`src/rtl/fir_decim_out.sv`:
```
// rtl/fir_decim_out.sv - decimate, round/saturate and buffer FIR output samples
module fir_decim_out #(
   parameter int DECIM = 4,
   parameter int SHIFT = 8,
   parameter int OUT_W = 16,
   parameter int DEPTH = 4
) (
   input  logic                       clk,
   input  logic                       rst,
   input  logic [31:0]                data_in,
   input  logic                       data_in_valid,
   input  logic                       clr_flags,
   output logic [OUT_W-1:0]           out_data,
   output logic                       out_valid,
   input  logic                       out_ready,
   output logic [$clog2(DEPTH+1)-1:0] level,
   output logic                       sat_flag,
   output logic                       ovf_flag
);

   localparam int PW = (DECIM > 1) ? $clog2(DECIM) : 1;
   localparam int AW = $clog2(DEPTH);
   localparam int LW = $clog2(DEPTH + 1);
   localparam logic [PW-1:0]      PHASE_LAST = PW'(DECIM - 1);
   localparam logic [LW-1:0]      LEVEL_FULL = LW'(DEPTH);
   localparam logic signed [32:0] ROUND_ADD  = 33'sd1 <<< (SHIFT - 1);
   localparam logic signed [32:0] SAT_MAX    = (33'sd1 <<< (OUT_W - 1)) - 33'sd1;
   localparam logic signed [32:0] SAT_MIN    = -(33'sd1 <<< (OUT_W - 1));

   logic [PW-1:0]      phase_q, phase_d;
   logic               sc_valid_q, sc_valid_d;
   logic [OUT_W-1:0]   sc_data_q, sc_data_d;
   logic [AW-1:0]      wr_ptr_q, wr_ptr_d;
   logic [AW-1:0]      rd_ptr_q, rd_ptr_d;
   logic [LW-1:0]      level_q, level_d;
   logic               sat_q, sat_d;
   logic               ovf_q, ovf_d;
   logic [OUT_W-1:0]   fifo_q [DEPTH];

   logic               keep;
   logic signed [32:0] rnd_sum;
   logic signed [32:0] shifted;
   logic               clamp_hi;
   logic               clamp_lo;
   logic               push;
   logic               pop;
   logic               full;
   logic               wr_en;

   // FIFO head is presented only when valid so the idle/reset output is zero
   assign out_valid = (level_q != '0);
   assign out_data  = out_valid ? fifo_q[rd_ptr_q] : '0;
   assign level     = level_q;
   assign sat_flag  = sat_q;
   assign ovf_flag  = ovf_q;

   // Decimation phase, round-half-up scaling and clamp of the incoming sample
   always_comb begin
      keep     = data_in_valid && (phase_q == '0);
      rnd_sum  = $signed({data_in[31], data_in}) + ROUND_ADD;
      shifted  = rnd_sum >>> SHIFT;
      clamp_hi = (shifted > SAT_MAX);
      clamp_lo = (shifted < SAT_MIN);

      phase_d = phase_q;
      if (data_in_valid) begin
         phase_d = (phase_q == PHASE_LAST) ? '0 : phase_q + PW'(1);
      end

      sc_valid_d = keep;
      sc_data_d  = sc_data_q;
      if (keep) begin
         if (clamp_hi) begin
            sc_data_d = SAT_MAX[OUT_W-1:0];
         end else if (clamp_lo) begin
            sc_data_d = SAT_MIN[OUT_W-1:0];
         end else begin
            sc_data_d = shifted[OUT_W-1:0];
         end
      end
   end

   // FIFO pointer/level bookkeeping; a push on full is accepted only alongside a pop
   always_comb begin
      push     = sc_valid_q;
      pop      = out_valid && out_ready;
      full     = (level_q == LEVEL_FULL);
      wr_en    = push && (!full || pop);
      wr_ptr_d = wr_en ? wr_ptr_q + AW'(1) : wr_ptr_q;
      rd_ptr_d = pop ? rd_ptr_q + AW'(1) : rd_ptr_q;
      level_d  = level_q;
      if (wr_en && !pop) begin
         level_d = level_q + LW'(1);
      end else if (pop && !wr_en) begin
         level_d = level_q - LW'(1);
      end
   end

   // Sticky flags: clear first so a same-cycle set event wins
   always_comb begin
      sat_d = sat_q;
      ovf_d = ovf_q;
      if (clr_flags) begin
         sat_d = 1'b0;
         ovf_d = 1'b0;
      end
      if (keep && (clamp_hi || clamp_lo)) begin
         sat_d = 1'b1;
      end
      if (push && full && !pop) begin
         ovf_d = 1'b1;
      end
   end

   // Control and pipeline registers, cleared asynchronously
   always_ff @(posedge clk or negedge rst) begin
      if (!rst) begin
         phase_q    <= '0;
         sc_valid_q <= 1'b0;
         sc_data_q  <= '0;
         wr_ptr_q   <= '0;
         rd_ptr_q   <= '0;
         level_q    <= '0;
         sat_q      <= 1'b0;
         ovf_q      <= 1'b0;
      end else begin
         phase_q    <= phase_d;
         sc_valid_q <= sc_valid_d;
         sc_data_q  <= sc_data_d;
         wr_ptr_q   <= wr_ptr_d;
         rd_ptr_q   <= rd_ptr_d;
         level_q    <= level_d;
         sat_q      <= sat_d;
         ovf_q      <= ovf_d;
      end
   end

   // FIFO storage; contents are don't-care until the level says otherwise
   always_ff @(posedge clk) begin
      if (wr_en) begin
         fifo_q[wr_ptr_q] <= sc_data_q;
      end
   end

endmodule

```
`config.mk`:
```
export PLATFORM = sky130hd
export DESIGN_NAME = fir_decim_out
export DESIGN_NICKNAME = d
export VERILOG_FILES = /design/src/rtl/fir_decim_out.sv
export SDC_FILE = /design/constraint.sdc
export NUM_CORES = 1
export LEC_CHECK = 0
export BUFFER_PORTS_ARGS = -buffer_cell sky130_fd_sc_hd__buf_2
export CORE_MARGIN = 2
export CORE_UTILIZATION = 55
export CTS_CLUSTER_DIAMETER = 30
export DETAILED_ROUTE_END_ITERATION = 16
export GPL_TIMING_DRIVEN = 0
export PLACE_DENSITY = 0.75
export SLEW_MARGIN = 40
export SYNTH_ARGS = -nofsm -noshare
export SYNTH_HDL_FRONTEND = slang
export SYNTH_SLANG_ARGS = --single-unit
```
`constraint.sdc`:
```
create_clock -name clk -period 5.94 [get_ports clk]
set_clock_uncertainty 0.15 [all_clocks]
set_input_delay 1.485 -clock clk [delete_from_list [all_inputs] [get_ports clk]]
set_output_delay 1.485 -clock clk [all_outputs]
set_load 0.02 [all_outputs]
```
-- Word level (Yosys, flattened, before mapping)
Memories as Yosys holds them, arrays and structs flattened.
Cells that the tools add are included.
- flip-flop bits (word level): 28
- bits in writable memories: 64
- output and inout bits: 22
- logic and storage cells: 48
- memories kept: 1
- memory list (name ; depth ; width ; rd ports ; clocked after Yosys merged registers in ; write ports ; RTL line ; RTL):
    fifo_q ; 4 ; 16 ; 1 ; 0 ; 1 ; 38 ; logic [OUT_W-1:0] fifo_q [DEPTH];
- add/subtract/negate cells: 6
- magnitude comparators: 2
- equal/unequal tests: 2
- multiplexer cells: 11
- reduce and logical (&&, ||, !) cells: 18
- operators by type and width (cell ; number):
    2-to-1 mux 16 bit ; 3
    adder 32 x 9 -> 33 bit, second input constant ; 1
    greater-than comparator 25 x 16 -> 1 bit, second input constant ; 1
    < comparator 25 x 16 -> 1 bit, second input constant ; 1
    logical AND 1 bit ; 8
    adder 2 x 1 -> 2 bit, second input constant ; 3
    2-to-1 mux 3 bit ; 2
    nonzero test 2 bit ; 3
    2-to-1 mux 1 bit ; 5
    adder 3 x 1 -> 3 bit, second input constant ; 1
    equality test 3 bit, second input constant ; 1
    logical NOT 1 bit ; 3
    nonzero test 3 bit ; 1
    subtractor 3 x 1 -> 3 bit, second input constant ; 1
    equality test 2 bit, second input constant ; 1
    logical NOT 2 bit ; 1
    logical OR 1 bit ; 2
    2-to-1 mux 2 bit ; 1

-- Depth between registers and ports, before layout
Gate-level depths: netlist of the first run.
- word-level depth: 8
- gate-level depth with buffers: 11
- depth with buffers taken out: 8

-- Least setup slack after synthesis of the first run
Ideal clock, no wire load.
- kind: flip-flop to output port
- from: reg rd_ptr_q[0]
- to: out out_data[10]
- arrival time: 1.858 ns
- path slack: 2.447 ns
- cell stages (with the launch flop): 5
- buffers on the path: 2
- path through: dfrtp_1 > clkbuf_1 > buf_2 > mux4_2 > and2_1
- longest elaborated chain between the ends: 2
- ends and longest elaborated chain (what ; RTL line ; RTL):
    from (decl) ; 34 ; logic [AW-1:0] rd_ptr_q, rd_ptr_d;
    from (signal assigned) ; 131 ; rd_ptr_q <= rd_ptr_d;
    memory (4 x 16 bit) ; - ;
    2-to-1 mux 16 bit ; 52 ; assign out_data = out_valid ? fifo_q[rd_ptr_q] : '0;
    to (decl) ; 13 ; output logic [OUT_W-1:0] out_data,
Every way passes these cells.

-- Worst setup path in the final report of the first run
- from: reg rd_ptr_q[0]
- to: out out_data[12]
The elaborated chain is that of the path after synthesis.

==> impl_metrics.xml, run 1 <==
<?xml version="1.0" encoding="UTF-8"?>
<metrics>
  <group name="critical_path">
    <metric name="reg2reg_setup_slack" unit="ns">3.41</metric>
    <metric name="setup.worst_path.end_class" unit="">output port</metric>
    <metric name="critical_path.startpoint_type" unit="">flip-flop</metric>
    <metric name="worst-endpoint-arrival" unit="ns">2.57</metric>
    <metric name="worst_r2r_src" unit="">level[1]$_DFFE_PN0P_</metric>
    <metric name="worst-setup-path-type" unit="">reg2out</metric>
    <metric name="cp.required" unit="ns">4.30</metric>
    <metric name="reg2regPathDepth" unit="">9</metric>
    <metric name="worst_r2r_dst" unit="">level[2]$_DFFE_PN0P_</metric>
    <metric name="timing.critical_path.fanout_max" unit="">10</metric>
  </group>
  <group name="synth">
    <metric name="yosys.area_share.simple" unit="">0.1507</metric>
    <metric name="dominantRegCellSynth" unit="">sky130_fd_sc_hd__edfxtp_1</metric>
    <metric name="main_combinational_cell_family_by_area_after_synthesis" unit="">simple AND/OR/NAND/NOR gates</metric>
    <metric name="post_synth_num_cell_types" unit="">45</metric>
    <metric name="share_of_the_synthesized_area_in_compound_gates_ao_oa_aoi_oai" unit="">0.05081</metric>
    <metric name="syn_area" unit="sq um">4260</metric>
    <metric name="synth_seq_cells" unit="">92</metric>
    <metric name="yosys_warnings" unit="">0</metric>
    <metric name="post_synth_xor_area_fraction" unit="">0.04317</metric>
    <metric name="asyncSetResetFlopFracSynth" unit="">0.3043</metric>
    <metric name="synthAdderAreaFrac" unit="">0.02819</metric>
    <metric name="synth_area_per_cell" unit="sq um">14.11</metric>
    <metric name="synth_top_cell_area_share" unit="">0.4511</metric>
    <metric name="synth.net_count" unit="">348</metric>
    <metric name="synth_sequential_area_ratio" unit="">0.6156</metric>
    <metric name="yosys.area.top_type" unit="">sky130_fd_sc_hd__edfxtp_1</metric>
    <metric name="post_synth_mux_area_share" unit="">0.08722</metric>
    <metric name="post_synth_main_area_contributors" unit="">sky130_fd_sc_hd__edfxtp_1, sky130_fd_sc_hd__dfrtp_1, sky130_fd_sc_hd__mux4_2, sky130_fd_sc_hd__and2_1, sky130_fd_sc_hd__xnor2_1</metric>
    <metric name="synth-edff-count" unit="">64</metric>
    <metric name="synthCells" unit="">302</metric>
  </group>
  <group name="routing">
    <metric name="route.final.wire_length" unit="um">7275</metric>
    <metric name="wire_per_inst" unit="um">15.48</metric>
    <metric name="num_vias" unit="">2565</metric>
    <metric name="first_pass_iters" unit="">4</metric>
    <metric name="ant_nets" unit="">0</metric>
    <metric name="initialDrtViolationCount" unit="">101</metric>
    <metric name="drcViolationCount" unit="">0</metric>
    <metric name="drt-vias-per-instance" unit="">5.457</metric>
  </group>
  <group name="power">
    <metric name="power_per_cell_area" unit="nW/um^2">458.1</metric>
    <metric name="vdd_drop_max" unit="uV">158.0</metric>
    <metric name="p_leak" unit="nW">1.851</metric>
  </group>
  <group name="final_layout">
    <metric name="num-nets-final" unit="">409</metric>
    <metric name="n_fill_cell" unit="">574</metric>
    <metric name="area_growth_syn_to_layout" unit="%">14.30</metric>
    <metric name="antenna_cells_inserted" unit="">0</metric>
    <metric name="layout-drive-gt1-share" unit="">0.2745</metric>
  </group>
  <group name="timing">
    <metric name="grt_setup_unrepaired" unit="">false</metric>
    <metric name="final_max_slew_viols" unit="">0</metric>
    <metric name="holdWs" unit="ns">0.3729</metric>
    <metric name="tightest_slew" unit="ns">0.7986</metric>
    <metric name="final_period_minus_worst_setup_slack" unit="ns">4.210</metric>
    <metric name="period_utilization" unit="">0.7087</metric>
    <metric name="layout_setup_ws" unit="ns">1.730</metric>
    <metric name="fmax" unit="GHz">0.2375</metric>
    <metric name="report.final.setup_viol" unit="">0</metric>
    <metric name="timing.final.hold_violations" unit="">0</metric>
    <metric name="normalized_max_slew_margin" unit="">0.4676</metric>
    <metric name="setup_tns" unit="ns">0</metric>
  </group>
  <group name="cts">
    <metric name="post-cts-setup-buffers" unit="">0</metric>
    <metric name="worst_skew_pair.late_latency" unit="ns">0.35</metric>
    <metric name="tritoncts" unit="">done</metric>
    <metric name="cts_buffer_depth" unit="">2</metric>
    <metric name="cts-resized-gates" unit="">0</metric>
    <metric name="cts.sinks" unit="">92</metric>
    <metric name="clockRootBuffer" unit="">sky130_fd_sc_hd__clkbuf_8</metric>
    <metric name="h-tree-depth" unit="">3</metric>
    <metric name="cts_hold_repair.buffers" unit="">0</metric>
    <metric name="numCtsBuffers" unit="">9</metric>
    <metric name="path_clk_slew" unit="ns">0.09</metric>
  </group>
  <group name="die">
    <metric name="die_width" unit="um">92.01</metric>
    <metric name="die_area" unit="sq um">8466</metric>
    <metric name="core_region_area" unit="sq um">7607</metric>
    <metric name="floorplan.die.height" unit="um">92.01</metric>
    <metric name="floorplan.io_pins" unit="">59</metric>
    <metric name="std_cell_rows" unit="">32</metric>
    <metric name="floorplan.initialDensity" unit="">0.5600</metric>
  </group>
  <group name="grt">
    <metric name="grt_first_pass_wirelength" unit="um">12220</metric>
    <metric name="antenna_found_initial" unit="">0</metric>
    <metric name="grtUsageTotal" unit="">0.1880</metric>
    <metric name="grt_max_degree" unit="">29</metric>
    <metric name="grt.overflow.total" unit="">0</metric>
    <metric name="grt_pass1_vias" unit="">2481</metric>
  </group>
  <group name="job">
    <metric name="drv_cap" unit="">0</metric>
  </group>
  <group name="hold_path">
    <metric name="worstHoldStart" unit="">push$_DFF_PN0_</metric>
    <metric name="min_delay_path_depth" unit="">2</metric>
    <metric name="timing.hold.worst.class" unit="">reg2reg</metric>
    <metric name="whs_endpoint" unit="">ovf_flag$_DFFE_PN0P_</metric>
  </group>
  <group name="placement">
    <metric name="globalplace.congestion" unit="">0.8671</metric>
    <metric name="post-place-ws" unit="ns">2.039</metric>
    <metric name="portbufs" unit="">49</metric>
    <metric name="dp_hpwl" unit="um">5221</metric>
  </group>
  <group name="outcome">
    <metric name="status" unit="">finished, final reports clean</metric>
  </group>
</metrics>
-- layout by cell type, fill, tap and decap left out, types with 9 or more instances in the layout --
cell type and n:
sky130_fd_sc_hd__a22o_1 9, sky130_fd_sc_hd__and2_1 18, sky130_fd_sc_hd__buf_2 51, sky130_fd_sc_hd__clkbuf_1 9
sky130_fd_sc_hd__clkbuf_8 9, sky130_fd_sc_hd__dfrtp_1 28, sky130_fd_sc_hd__edfxtp_1 64, sky130_fd_sc_hd__mux4_2 16
sky130_fd_sc_hd__nand2_1 29, sky130_fd_sc_hd__nand3_1 13, sky130_fd_sc_hd__xnor2_1 14
-- state kept, by name, indices dropped and copies added (netlist names) --
register / cells
fifo_q: 64
sc_data_q: 16
level: 3
phase_q: 2
rd_ptr_q: 2
wr_ptr_q: 2
ovf_flag: 1
push: 1
sat_flag: 1
-- synth_stat cells (2+ instances only) --
library cell / n
sky130_fd_sc_hd__edfxtp_1: 64
sky130_fd_sc_hd__or2_1: 2
sky130_fd_sc_hd__nor4_2: 2
sky130_fd_sc_hd__nor2b_1: 3
sky130_fd_sc_hd__a31oi_1: 2
sky130_fd_sc_hd__nand2_1: 29
sky130_fd_sc_hd__nand4_1: 8
sky130_fd_sc_hd__clkbuf_1: 9
sky130_fd_sc_hd__a211oi_1: 2
sky130_fd_sc_hd__xnor2_1: 14
sky130_fd_sc_hd__nand3_1: 13
sky130_fd_sc_hd__inv_1: 8
sky130_fd_sc_hd__mux4_2: 16
sky130_fd_sc_hd__buf_2: 2
sky130_fd_sc_hd__a21oi_1: 2
sky130_fd_sc_hd__o21ai_0: 7
sky130_fd_sc_hd__and4_1: 5
sky130_fd_sc_hd__nand3_2: 6
sky130_fd_sc_hd__nor3_1: 5
sky130_fd_sc_hd__or3_1: 2
sky130_fd_sc_hd__and3_1: 3
sky130_fd_sc_hd__and2_1: 20
sky130_fd_sc_hd__dfrtp_1: 28
sky130_fd_sc_hd__a22o_1: 9
sky130_fd_sc_hd__buf_6: 2
sky130_fd_sc_hd__nor2_1: 7
sky130_fd_sc_hd__xor2_1: 7
sky130_fd_sc_hd__ha_1: 8
-- per-stage QoR --
stage	total power, mW	utilization	area (sq um)	instances
after floorplan	1.560	-	4260	302
after global placement	1.768	0.6090	4633	453
after detailed placement	1.804	0.6090	4633	453
after CTS	2.252	0.6383	4856	469
after global routing	2.367	0.6401	4870	470
final	2.231	0.6401	4870	470
-- cells by family after synthesis --
group	Yosys count
AOI/OAI and AO/OA	29
xor gates and xnor gates	21
adders and majority gates	9
buffers and inverters	23
DFF	92
muxes	17
and+or+nand+nor	111
-- worst max-delay path, cell delays in order (launching register included) --
cell	delay, ns
sky130_fd_sc_hd__dfrtp_1	0.32
sky130_fd_sc_hd__clkbuf_1	0.58
sky130_fd_sc_hd__buf_2	0.45
sky130_fd_sc_hd__mux4_2	0.56
sky130_fd_sc_hd__and2_1	0.17
sky130_fd_sc_hd__buf_2	0.15
-- metal layers --
metal,track usage,up-vias,wire [um]
met4,0.05846,0,125
met1,0.2622,1213,3242
met5,0,-,0
met3,0.03533,13,309
met2,0.3045,85,3597
li1,-,1254,-
-- final cells by class --
type,count,area [sq um],share of cell area
buffer,14,70.07,0.01439
clock buffer,9,123.9,0.02544
clock inverter,7,98.84,0.02030
inverter,9,33.78,0.006937
multi-input combinational,187,1536,0.3155
sequential,92,2623,0.5385
tap,102,127.6,0.02621
timing repair buffer,50,256.5,0.05267
-- worst max-delay path by stage --
stage                                        from            to  slack, ns  cells past startpoint
after floorplan           rd_ptr_q[0]$_DFFE_PN0P_  out_data[10]       2.45                      4
after global placement    rd_ptr_q[0]$_DFFE_PN0P_  out_data[13]       2.07                      5
after detailed placement  rd_ptr_q[0]$_DFFE_PN0P_  out_data[12]       2.04                      5
after CTS                 rd_ptr_q[0]$_DFFE_PN0P_  out_data[12]       1.67                      5
after global routing      rd_ptr_q[0]$_DFFE_PN0P_  out_data[12]       1.53                      5
final                     rd_ptr_q[0]$_DFFE_PN0P_  out_data[12]       1.73                      5
-- where the power goes --
| group | leakage, nW | total [mW] | switching, mW | internal (mW) |
|---|---|---|---|---|
| logic | 0.809 | 0.758 | 0.419 | 0.339 |
| registers | 0.930 | 1.02 | 0.116 | 0.904 |
| clock network | 0.112 | 0.452 | 0.212 | 0.240 |
| total | 1.85 | 2.23 | 0.747 | 1.48 |
(Power assumes the default switching activity.)
==> run 2: changes to the inputs <==
--- a/config.mk
+++ b/config.mk
@@ -7,11 +7,11 @@
 export LEC_CHECK = 0
 export BUFFER_PORTS_ARGS = -buffer_cell sky130_fd_sc_hd__buf_2
 export CORE_MARGIN = 2
-export CORE_UTILIZATION = 55
+export CORE_UTILIZATION = 52
 export CTS_CLUSTER_DIAMETER = 30
 export DETAILED_ROUTE_END_ITERATION = 16
 export GPL_TIMING_DRIVEN = 0
-export PLACE_DENSITY = 0.75
+export PLACE_DENSITY = 0.74
 export SLEW_MARGIN = 40
 export SYNTH_ARGS = -nofsm -noshare
 export SYNTH_HDL_FRONTEND = slang
==> constraint.sdc (replaced) <==
create_clock -name clk -period 3.8 [get_ports clk]
set_clock_uncertainty 0.15 [all_clocks]
set_input_delay 0.95 -clock clk [delete_from_list [all_inputs] [get_ports clk]]
set_output_delay 0.95 -clock clk [all_outputs]
set_load 0.02 [all_outputs]
==> impl_metrics.xml, run 2 (same netlist as run 1, synthesis figures left out) <==
<?xml version="1.0" encoding="UTF-8"?>
<metrics>
  <group name="outcome">
    <metric name="status" unit="">finished, final reports clean</metric>
  </group>
  <group name="routing">
    <metric name="wire_per_inst" unit="um">15.46</metric>
    <metric name="route.final.wire_length" unit="um">7284</metric>
    <metric name="drt-vias-per-instance" unit="">5.391</metric>
    <metric name="drcViolationCount" unit="">0</metric>
    <metric name="initialDrtViolationCount" unit="">99</metric>
    <metric name="top_layer" unit="">met4</metric>
    <metric name="num_vias" unit="">2539</metric>
    <metric name="first_pass_iters" unit="">4</metric>
    <metric name="ant_nets" unit="">0</metric>
    <metric name="dr_wl_met2" unit="um">3424</metric>
    <metric name="metal3_wl" unit="um">382</metric>
    <metric name="wirelength_met1" unit="um">3364</metric>
  </group>
  <group name="critical_path">
    <metric name="cp_slowest_stage_delay" unit="ns">0.72</metric>
    <metric name="reg2reg_setup_slack" unit="ns">1.28</metric>
    <metric name="critical_path.startpoint_type" unit="">flip-flop</metric>
    <metric name="worst_r2r_dst" unit="">level[1]$_DFFE_PN0P_</metric>
    <metric name="critical_path_buf_inv_count" unit="">2</metric>
    <metric name="slowest_stage" unit="">sky130_fd_sc_hd__dfrtp_1</metric>
    <metric name="crit_cells" unit="">4</metric>
    <metric name="critical-path-top-delay-family" unit="">flip-flops</metric>
    <metric name="reg2regPathDepth" unit="">7</metric>
    <metric name="worst-setup-path-type" unit="">reg2out</metric>
    <metric name="timing.critical_path.fanout_max" unit="">10</metric>
    <metric name="setup.worst_path.end_class" unit="">output port</metric>
    <metric name="startpoint_of_the_worst_setup_timing_path" unit="">rd_ptr_q[0]$_DFFE_PN0P_</metric>
    <metric name="worst_setup_path_endpoint" unit="">out_data[12]</metric>
    <metric name="critical-path-top-cell-by-count" unit="">sky130_fd_sc_hd__buf_2</metric>
    <metric name="worst-endpoint-arrival" unit="ns">2.39</metric>
    <metric name="path_cells" unit="">buf_2 &gt; mux4_2 &gt; and2_1 &gt; buf_2</metric>
    <metric name="worst_r2r_src" unit="">level[0]$_DFFE_PN0P_</metric>
    <metric name="cp.required" unit="ns">2.70</metric>
  </group>
  <group name="final_layout">
    <metric name="fin_cells" unit="">471</metric>
    <metric name="n_fill_cell" unit="">683</metric>
    <metric name="layout-drive-gt1-share" unit="">0.2760</metric>
    <metric name="most-common-layout-cells" unit="">sky130_fd_sc_hd__edfxtp_1, sky130_fd_sc_hd__buf_2, sky130_fd_sc_hd__nand2_1, sky130_fd_sc_hd__dfrtp_1, sky130_fd_sc_hd__and2_1</metric>
    <metric name="utilization" unit="">0.6027</metric>
    <metric name="area_growth_syn_to_layout" unit="%">14.48</metric>
    <metric name="largest_reg_flops" unit="">64</metric>
    <metric name="num-nets-final" unit="">407</metric>
    <metric name="layout.cells.most_common" unit="">sky130_fd_sc_hd__edfxtp_1</metric>
    <metric name="antenna_cells_inserted" unit="">0</metric>
    <metric name="largest-register" unit="">fifo_q</metric>
  </group>
  <group name="placement">
    <metric name="dp_hpwl" unit="um">5223</metric>
    <metric name="portbufs" unit="">49</metric>
    <metric name="globalplace.congestion" unit="">0.8688</metric>
    <metric name="dpl.cell_count" unit="">456</metric>
  </group>
  <group name="die">
    <metric name="core_region_area" unit="sq um">8093</metric>
    <metric name="floorplan.io_pins" unit="">59</metric>
    <metric name="die_width" unit="um">94.52</metric>
    <metric name="die_area" unit="sq um">8933</metric>
    <metric name="floorplan.die.height" unit="um">94.52</metric>
    <metric name="floorplan.initialDensity" unit="">0.5264</metric>
    <metric name="std_cell_rows" unit="">33</metric>
  </group>
  <group name="timing">
    <metric name="final_max_slew_viols" unit="">0</metric>
    <metric name="normalized_max_slew_margin" unit="">0.4556</metric>
    <metric name="fmax" unit="GHz">0.2862</metric>
    <metric name="report.final.setup_viol" unit="">0</metric>
    <metric name="final_period_minus_worst_setup_slack" unit="ns">3.494</metric>
    <metric name="setup_tns" unit="ns">0</metric>
    <metric name="timing.final.hold_violations" unit="">0</metric>
    <metric name="tightest_slew" unit="ns">0.8166</metric>
    <metric name="period_utilization" unit="">0.9195</metric>
    <metric name="grt_setup_unrepaired" unit="">false</metric>
  </group>
  <group name="cts">
    <metric name="cts.sinks" unit="">92</metric>
    <metric name="worst_skew_pair.late_latency" unit="ns">0.35</metric>
    <metric name="cts_hold_repair.buffers" unit="">0</metric>
    <metric name="path_clk_slew" unit="ns">0.08</metric>
    <metric name="cts-resized-gates" unit="">0</metric>
    <metric name="tritoncts" unit="">done</metric>
    <metric name="post-cts-setup-buffers" unit="">0</metric>
    <metric name="cts_buffer_depth" unit="">2</metric>
    <metric name="clockRootBuffer" unit="">sky130_fd_sc_hd__clkbuf_8</metric>
    <metric name="numCtsBuffers" unit="">9</metric>
    <metric name="h-tree-depth" unit="">3</metric>
  </group>
  <group name="power">
    <metric name="power_per_cell_area" unit="nW/um^2">719.3</metric>
    <metric name="totalPowerFinal" unit="mW">3.508</metric>
    <metric name="p_leak" unit="nW">1.855</metric>
    <metric name="vdd_drop_max" unit="uV">212.3</metric>
  </group>
  <group name="grt">
    <metric name="antenna_found_initial" unit="">0</metric>
    <metric name="grt.overflow.total" unit="">0</metric>
    <metric name="grt_first_pass_wirelength" unit="um">11870</metric>
    <metric name="grt_max_degree" unit="">29</metric>
    <metric name="grtUsageTotal" unit="">0.1799</metric>
    <metric name="grt_pass1_vias" unit="">2400</metric>
  </group>
  <group name="job">
    <metric name="drv_cap" unit="">0</metric>
  </group>
  <group name="hold_path">
    <metric name="timing.hold.worst.class" unit="">reg2reg</metric>
  </group>
</metrics>
[run 2: changes by cell type in the layout (fill, tap and decap cells not counted), sizes merged]
cell | previous run | this run
clkbuf | 18 | 22
bufinv | 2 | 1
buf | 55 | 54
inv | 10 | 8
clkinv | 4 | 2
[run 2: worst min path at each step]
| stage | start | end | slack, ns | depth (start not counted) |
|---|---|---|---|---|
| after global placement | push$_DFF_PN0_ | ovf_flag$_DFFE_PN0P_ | 0.31 | 2 |
| after CTS | level[2]$_DFFE_PN0P_ | level[2]$_DFFE_PN0P_ | 0.36 | 1 |
| after floorplan | push$_DFF_PN0_ | ovf_flag$_DFFE_PN0P_ | 0.29 | 2 |
| final | push$_DFF_PN0_ | ovf_flag$_DFFE_PN0P_ | 0.35 | 2 |
| after global routing | level[2]$_DFFE_PN0P_ | level[2]$_DFFE_PN0P_ | 0.39 | 1 |
| after detailed placement | push$_DFF_PN0_ | ovf_flag$_DFFE_PN0P_ | 0.35 | 2 |
[run 2: final cells by class]
cell class,count,area (sq um),share of cell area
Buffer,13,66.31,0.01360
Clock buffer,14,205.2,0.04207
Clock inverter,2,35.03,0.007183
Inverter,9,33.78,0.006927
Multi-Input combinational cell,187,1538,0.3153
Sequential cell,92,2623,0.5377
Tap cell,105,131.4,0.02694
Timing Repair Buffer,49,245.2,0.05028
[run 2: report_power, final]
| part | switching (mW) | internal [mW] | total, mW |
|---|---|---|---|
| sequential | 0.212 | 1.41 | 1.63 |
| combinational | 0.627 | 0.527 | 1.15 |
| clock | 0.309 | 0.419 | 0.728 |
[run 2: worst min-delay path, cell delays in order, from the launching register on]
cell and delay (ns):
sky130_fd_sc_hd__dfrtp_1 0.35, sky130_fd_sc_hd__nand2_1 0.04, sky130_fd_sc_hd__o21ai_0 0.08
[run 2: stage by stage]
step	setup WS (ns)	hold WS [ns]	instance area (sq um)
floorplan	0.8416	0.2922	4260
global route	0.1363	0.3854	4877
CTS	0.2161	0.3644	4873
detailed placement	0.4046	0.3474	4637
finish	0.3060	0.3547	4877
global placement	0.4037	0.3150	4637
[run 2: metal layers]
metal  global-route usage  vias to the layer above
met1               0.2469                     1205
met5                    0                        -
li1                     -                     1248
met3              0.05028                        9
met4              0.05556                        0
met2               0.2827                       77
==> run 3: changes to the inputs <==
--- a/config.mk
+++ b/config.mk
@@ -7,12 +7,15 @@
 export LEC_CHECK = 0
 export BUFFER_PORTS_ARGS = -buffer_cell sky130_fd_sc_hd__buf_2
 export CORE_MARGIN = 2
-export CORE_UTILIZATION = 52
+export CORE_UTILIZATION = 54
+export CTS_BUF_LIST = sky130_fd_sc_hd__clkbuf_8
 export CTS_CLUSTER_DIAMETER = 30
 export DETAILED_ROUTE_END_ITERATION = 16
 export GPL_TIMING_DRIVEN = 0
-export PLACE_DENSITY = 0.74
+export PLACE_DENSITY = 0.77
+export SKIP_LAST_GASP = 1
 export SLEW_MARGIN = 40
 export SYNTH_ARGS = -nofsm -noshare
 export SYNTH_HDL_FRONTEND = slang
 export SYNTH_SLANG_ARGS = --single-unit
+export TNS_END_PERCENT = 100
==> impl_metrics.xml, run 3 (same netlist as run 1, synthesis figures left out) <==
<?xml version="1.0" encoding="UTF-8"?>
<metrics>
  <group name="die">
    <metric name="floorplan.initialDensity" unit="">0.5542</metric>
    <metric name="floorplan.die.height" unit="um">92.82</metric>
    <metric name="core_region_area" unit="sq um">7687</metric>
    <metric name="die_area" unit="sq um">8616</metric>
    <metric name="die_width" unit="um">92.82</metric>
    <metric name="std_cell_rows" unit="">32</metric>
    <metric name="floorplan.io_pins" unit="">59</metric>
  </group>
  <group name="timing">
    <metric name="final_max_slew_viols" unit="">0</metric>
    <metric name="normalized_max_slew_margin" unit="">0.4651</metric>
    <metric name="final_period_minus_worst_setup_slack" unit="ns">3.469</metric>
    <metric name="report.final.setup_viol" unit="">0</metric>
    <metric name="holdWs" unit="ns">0.3391</metric>
    <metric name="fmax" unit="GHz">0.2883</metric>
    <metric name="period_utilization" unit="">0.9129</metric>
    <metric name="grt_setup_unrepaired" unit="">false</metric>
    <metric name="tightest_slew" unit="ns">0.8023</metric>
    <metric name="setup_tns" unit="ns">0</metric>
    <metric name="timing.final.hold_violations" unit="">0</metric>
  </group>
  <group name="routing">
    <metric name="drt-vias-per-instance" unit="">5.514</metric>
    <metric name="top_layer" unit="">met4</metric>
    <metric name="drcViolationCount" unit="">0</metric>
    <metric name="initialDrtViolationCount" unit="">111</metric>
    <metric name="num_vias" unit="">2586</metric>
    <metric name="dr_wl_met2" unit="um">3464</metric>
    <metric name="ant_nets" unit="">0</metric>
    <metric name="route.final.wire_length" unit="um">7080</metric>
    <metric name="wirelength_met1" unit="um">3149</metric>
    <metric name="wire_per_inst" unit="um">15.10</metric>
    <metric name="first_pass_iters" unit="">4</metric>
    <metric name="metal3_wl" unit="um">314</metric>
  </group>
  <group name="power">
    <metric name="power.switching" unit="mW">1.134</metric>
    <metric name="sw_share" unit="">0.3174</metric>
    <metric name="power_per_cell_area" unit="nW/um^2">729.4</metric>
    <metric name="power.share.combinational" unit="">0.322</metric>
    <metric name="p_leak" unit="nW">1.873</metric>
    <metric name="internal-power" unit="mW">2.439</metric>
    <metric name="vdd_drop_max" unit="uV">229.8</metric>
    <metric name="power.sequential.fraction" unit="">0.453</metric>
    <metric name="p_clk_frac" unit="">0.225</metric>
  </group>
  <group name="cts">
    <metric name="h-tree-depth" unit="">3</metric>
    <metric name="numCtsBuffers" unit="">9</metric>
    <metric name="cts.sinks" unit="">92</metric>
    <metric name="clockRootBuffer" unit="">sky130_fd_sc_hd__clkbuf_8</metric>
    <metric name="cts-resized-gates" unit="">0</metric>
    <metric name="worst_skew_pair.late_latency" unit="ns">0.35</metric>
    <metric name="cts_buffer_depth" unit="">2</metric>
    <metric name="cts_hold_repair.buffers" unit="">0</metric>
    <metric name="path_clk_slew" unit="ns">0.09</metric>
    <metric name="tritoncts" unit="">done</metric>
  </group>
  <group name="final_layout">
    <metric name="fin_area" unit="sq um">4898</metric>
    <metric name="layout.cells.most_common" unit="">sky130_fd_sc_hd__edfxtp_1</metric>
    <metric name="layout-drive-gt1-share" unit="">0.2698</metric>
    <metric name="most-common-layout-cells" unit="">sky130_fd_sc_hd__edfxtp_1, sky130_fd_sc_hd__buf_2, sky130_fd_sc_hd__nand2_1, sky130_fd_sc_hd__dfrtp_1, sky130_fd_sc_hd__and2_1</metric>
    <metric name="area_growth_syn_to_layout" unit="%">14.98</metric>
    <metric name="largest-register" unit="">fifo_q</metric>
    <metric name="largest_reg_flops" unit="">64</metric>
    <metric name="num-nets-final" unit="">408</metric>
    <metric name="antenna_cells_inserted" unit="">0</metric>
    <metric name="utilization" unit="">0.6372</metric>
  </group>
  <group name="hold_path">
    <metric name="timing.hold.worst.class" unit="">reg2reg</metric>
    <metric name="worstHoldStart" unit="">push$_DFF_PN0_</metric>
  </group>
  <group name="placement">
    <metric name="portbufs" unit="">49</metric>
    <metric name="dp_hpwl" unit="um">5016</metric>
    <metric name="post_detailed_placement_cell_area" unit="sq um">4633</metric>
    <metric name="globalplace.congestion" unit="">0.8975</metric>
  </group>
  <group name="grt">
    <metric name="grtUsageTotal" unit="">0.1804</metric>
    <metric name="grt_max_degree" unit="">29</metric>
    <metric name="grt.overflow.total" unit="">0</metric>
    <metric name="antenna_found_initial" unit="">0</metric>
    <metric name="grt_pass1_vias" unit="">2448</metric>
    <metric name="grt_first_pass_wirelength" unit="um">11700</metric>
  </group>
  <group name="critical_path">
    <metric name="worst-setup-path-type" unit="">reg2out</metric>
    <metric name="timing.critical_path.fanout_max" unit="">10</metric>
    <metric name="startpoint_of_the_worst_setup_timing_path" unit="">rd_ptr_q[0]$_DFFE_PN0P_</metric>
    <metric name="cp.required" unit="ns">2.70</metric>
    <metric name="setup.worst_path.end_class" unit="">output port</metric>
    <metric name="worst-endpoint-arrival" unit="ns">2.37</metric>
    <metric name="worst_r2r_src" unit="">level[0]$_DFFE_PN0P_</metric>
    <metric name="critical_path.startpoint_type" unit="">flip-flop</metric>
  </group>
  <group name="job">
    <metric name="drv_cap" unit="">0</metric>
  </group>
  <group name="outcome">
    <metric name="status" unit="">finished, final reports clean</metric>
  </group>
</metrics>
run 3: changes by cell type in the layout (fill, tap and decap cells not counted), sizes merged:
cell | before | now
bufinv | 1 | 4
inv | 8 | 10
clkbuf | 22 | 17
buf | 54 | 55
run 3: through the flow:
stage	std cells	total power [mW]	worst slack [ns]
after floorplan	302	2.438	0.8416
after global placement	453	2.768	0.4446
after detailed placement	453	2.807	0.4463
after CTS	469	3.614	0.04817
after global routing	469	3.795	0.1547
final	469	3.573	0.3309
run 3: timing repair:
item                                    4_1_cts  5_1_grt
buffers inserted                              0        0
endpoints found under the setup margin        0        8
hold endpoints to repair                      0        0
run 3: worst max-delay path, stage by stage, from the launching register on:
cell and delay [ns]:
sky130_fd_sc_hd__dfrtp_1 0.72, sky130_fd_sc_hd__buf_2 0.43, sky130_fd_sc_hd__mux4_2 0.53, sky130_fd_sc_hd__and2_1 0.18
sky130_fd_sc_hd__buf_2 0.16
run 3: worst paths after layout:
check | end | slack (ns) | cells after the start
max in group asynchronous | sc_data_q[5]$_DFFE_PN0P_ | 2.62 | 1
setup / recovery | out_data[10] | 0.33 | 4
setup reg to reg | level[1]$_DFFE_PN0P_ | 1.31 | 7
min in group asynchronous | level[0]$_DFFE_PN0P_ | 0.45 | 1
hold / removal | ovf_flag$_DFFE_PN0P_ | 0.34 | 2
hold reg to reg | ovf_flag$_DFFE_PN0P_ | 0.34 | 2
run 3: cell type report:
class	count	area (sq um)
Fill cell	576	2789
Timing Repair Buffer	50	256.5
Multi-Input combinational cell	187	1535
Sequential cell	92	2623
Clock inverter	7	132.6
Tap cell	102	127.6
Buffer	13	66.31
Inverter	9	33.78
Clock buffer	9	123.9
run 3: metal layers:
metal | GRT usage | vias up
li1 | - | 1248
met1 | 0.2368 | 1242
met2 | 0.2971 | 83
met3 | 0.02360 | 13
met4 | 0.09191 | 0
met5 | 0 | -
run 3: power groups by stage:
| stage | registers [mW] | logic, mW | clock network, mW |
|---|---|---|---|
| global route | 1.66 | 1.28 | 0.862 |
| floorplan | 1.58 | 0.862 | 0 |
| detailed placement | 1.61 | 1.19 | 0 |
| finish | 1.62 | 1.15 | 0.805 |
| CTS | 1.59 | 1.20 | 0.821 |
| global placement | 1.59 | 1.18 | 0 |
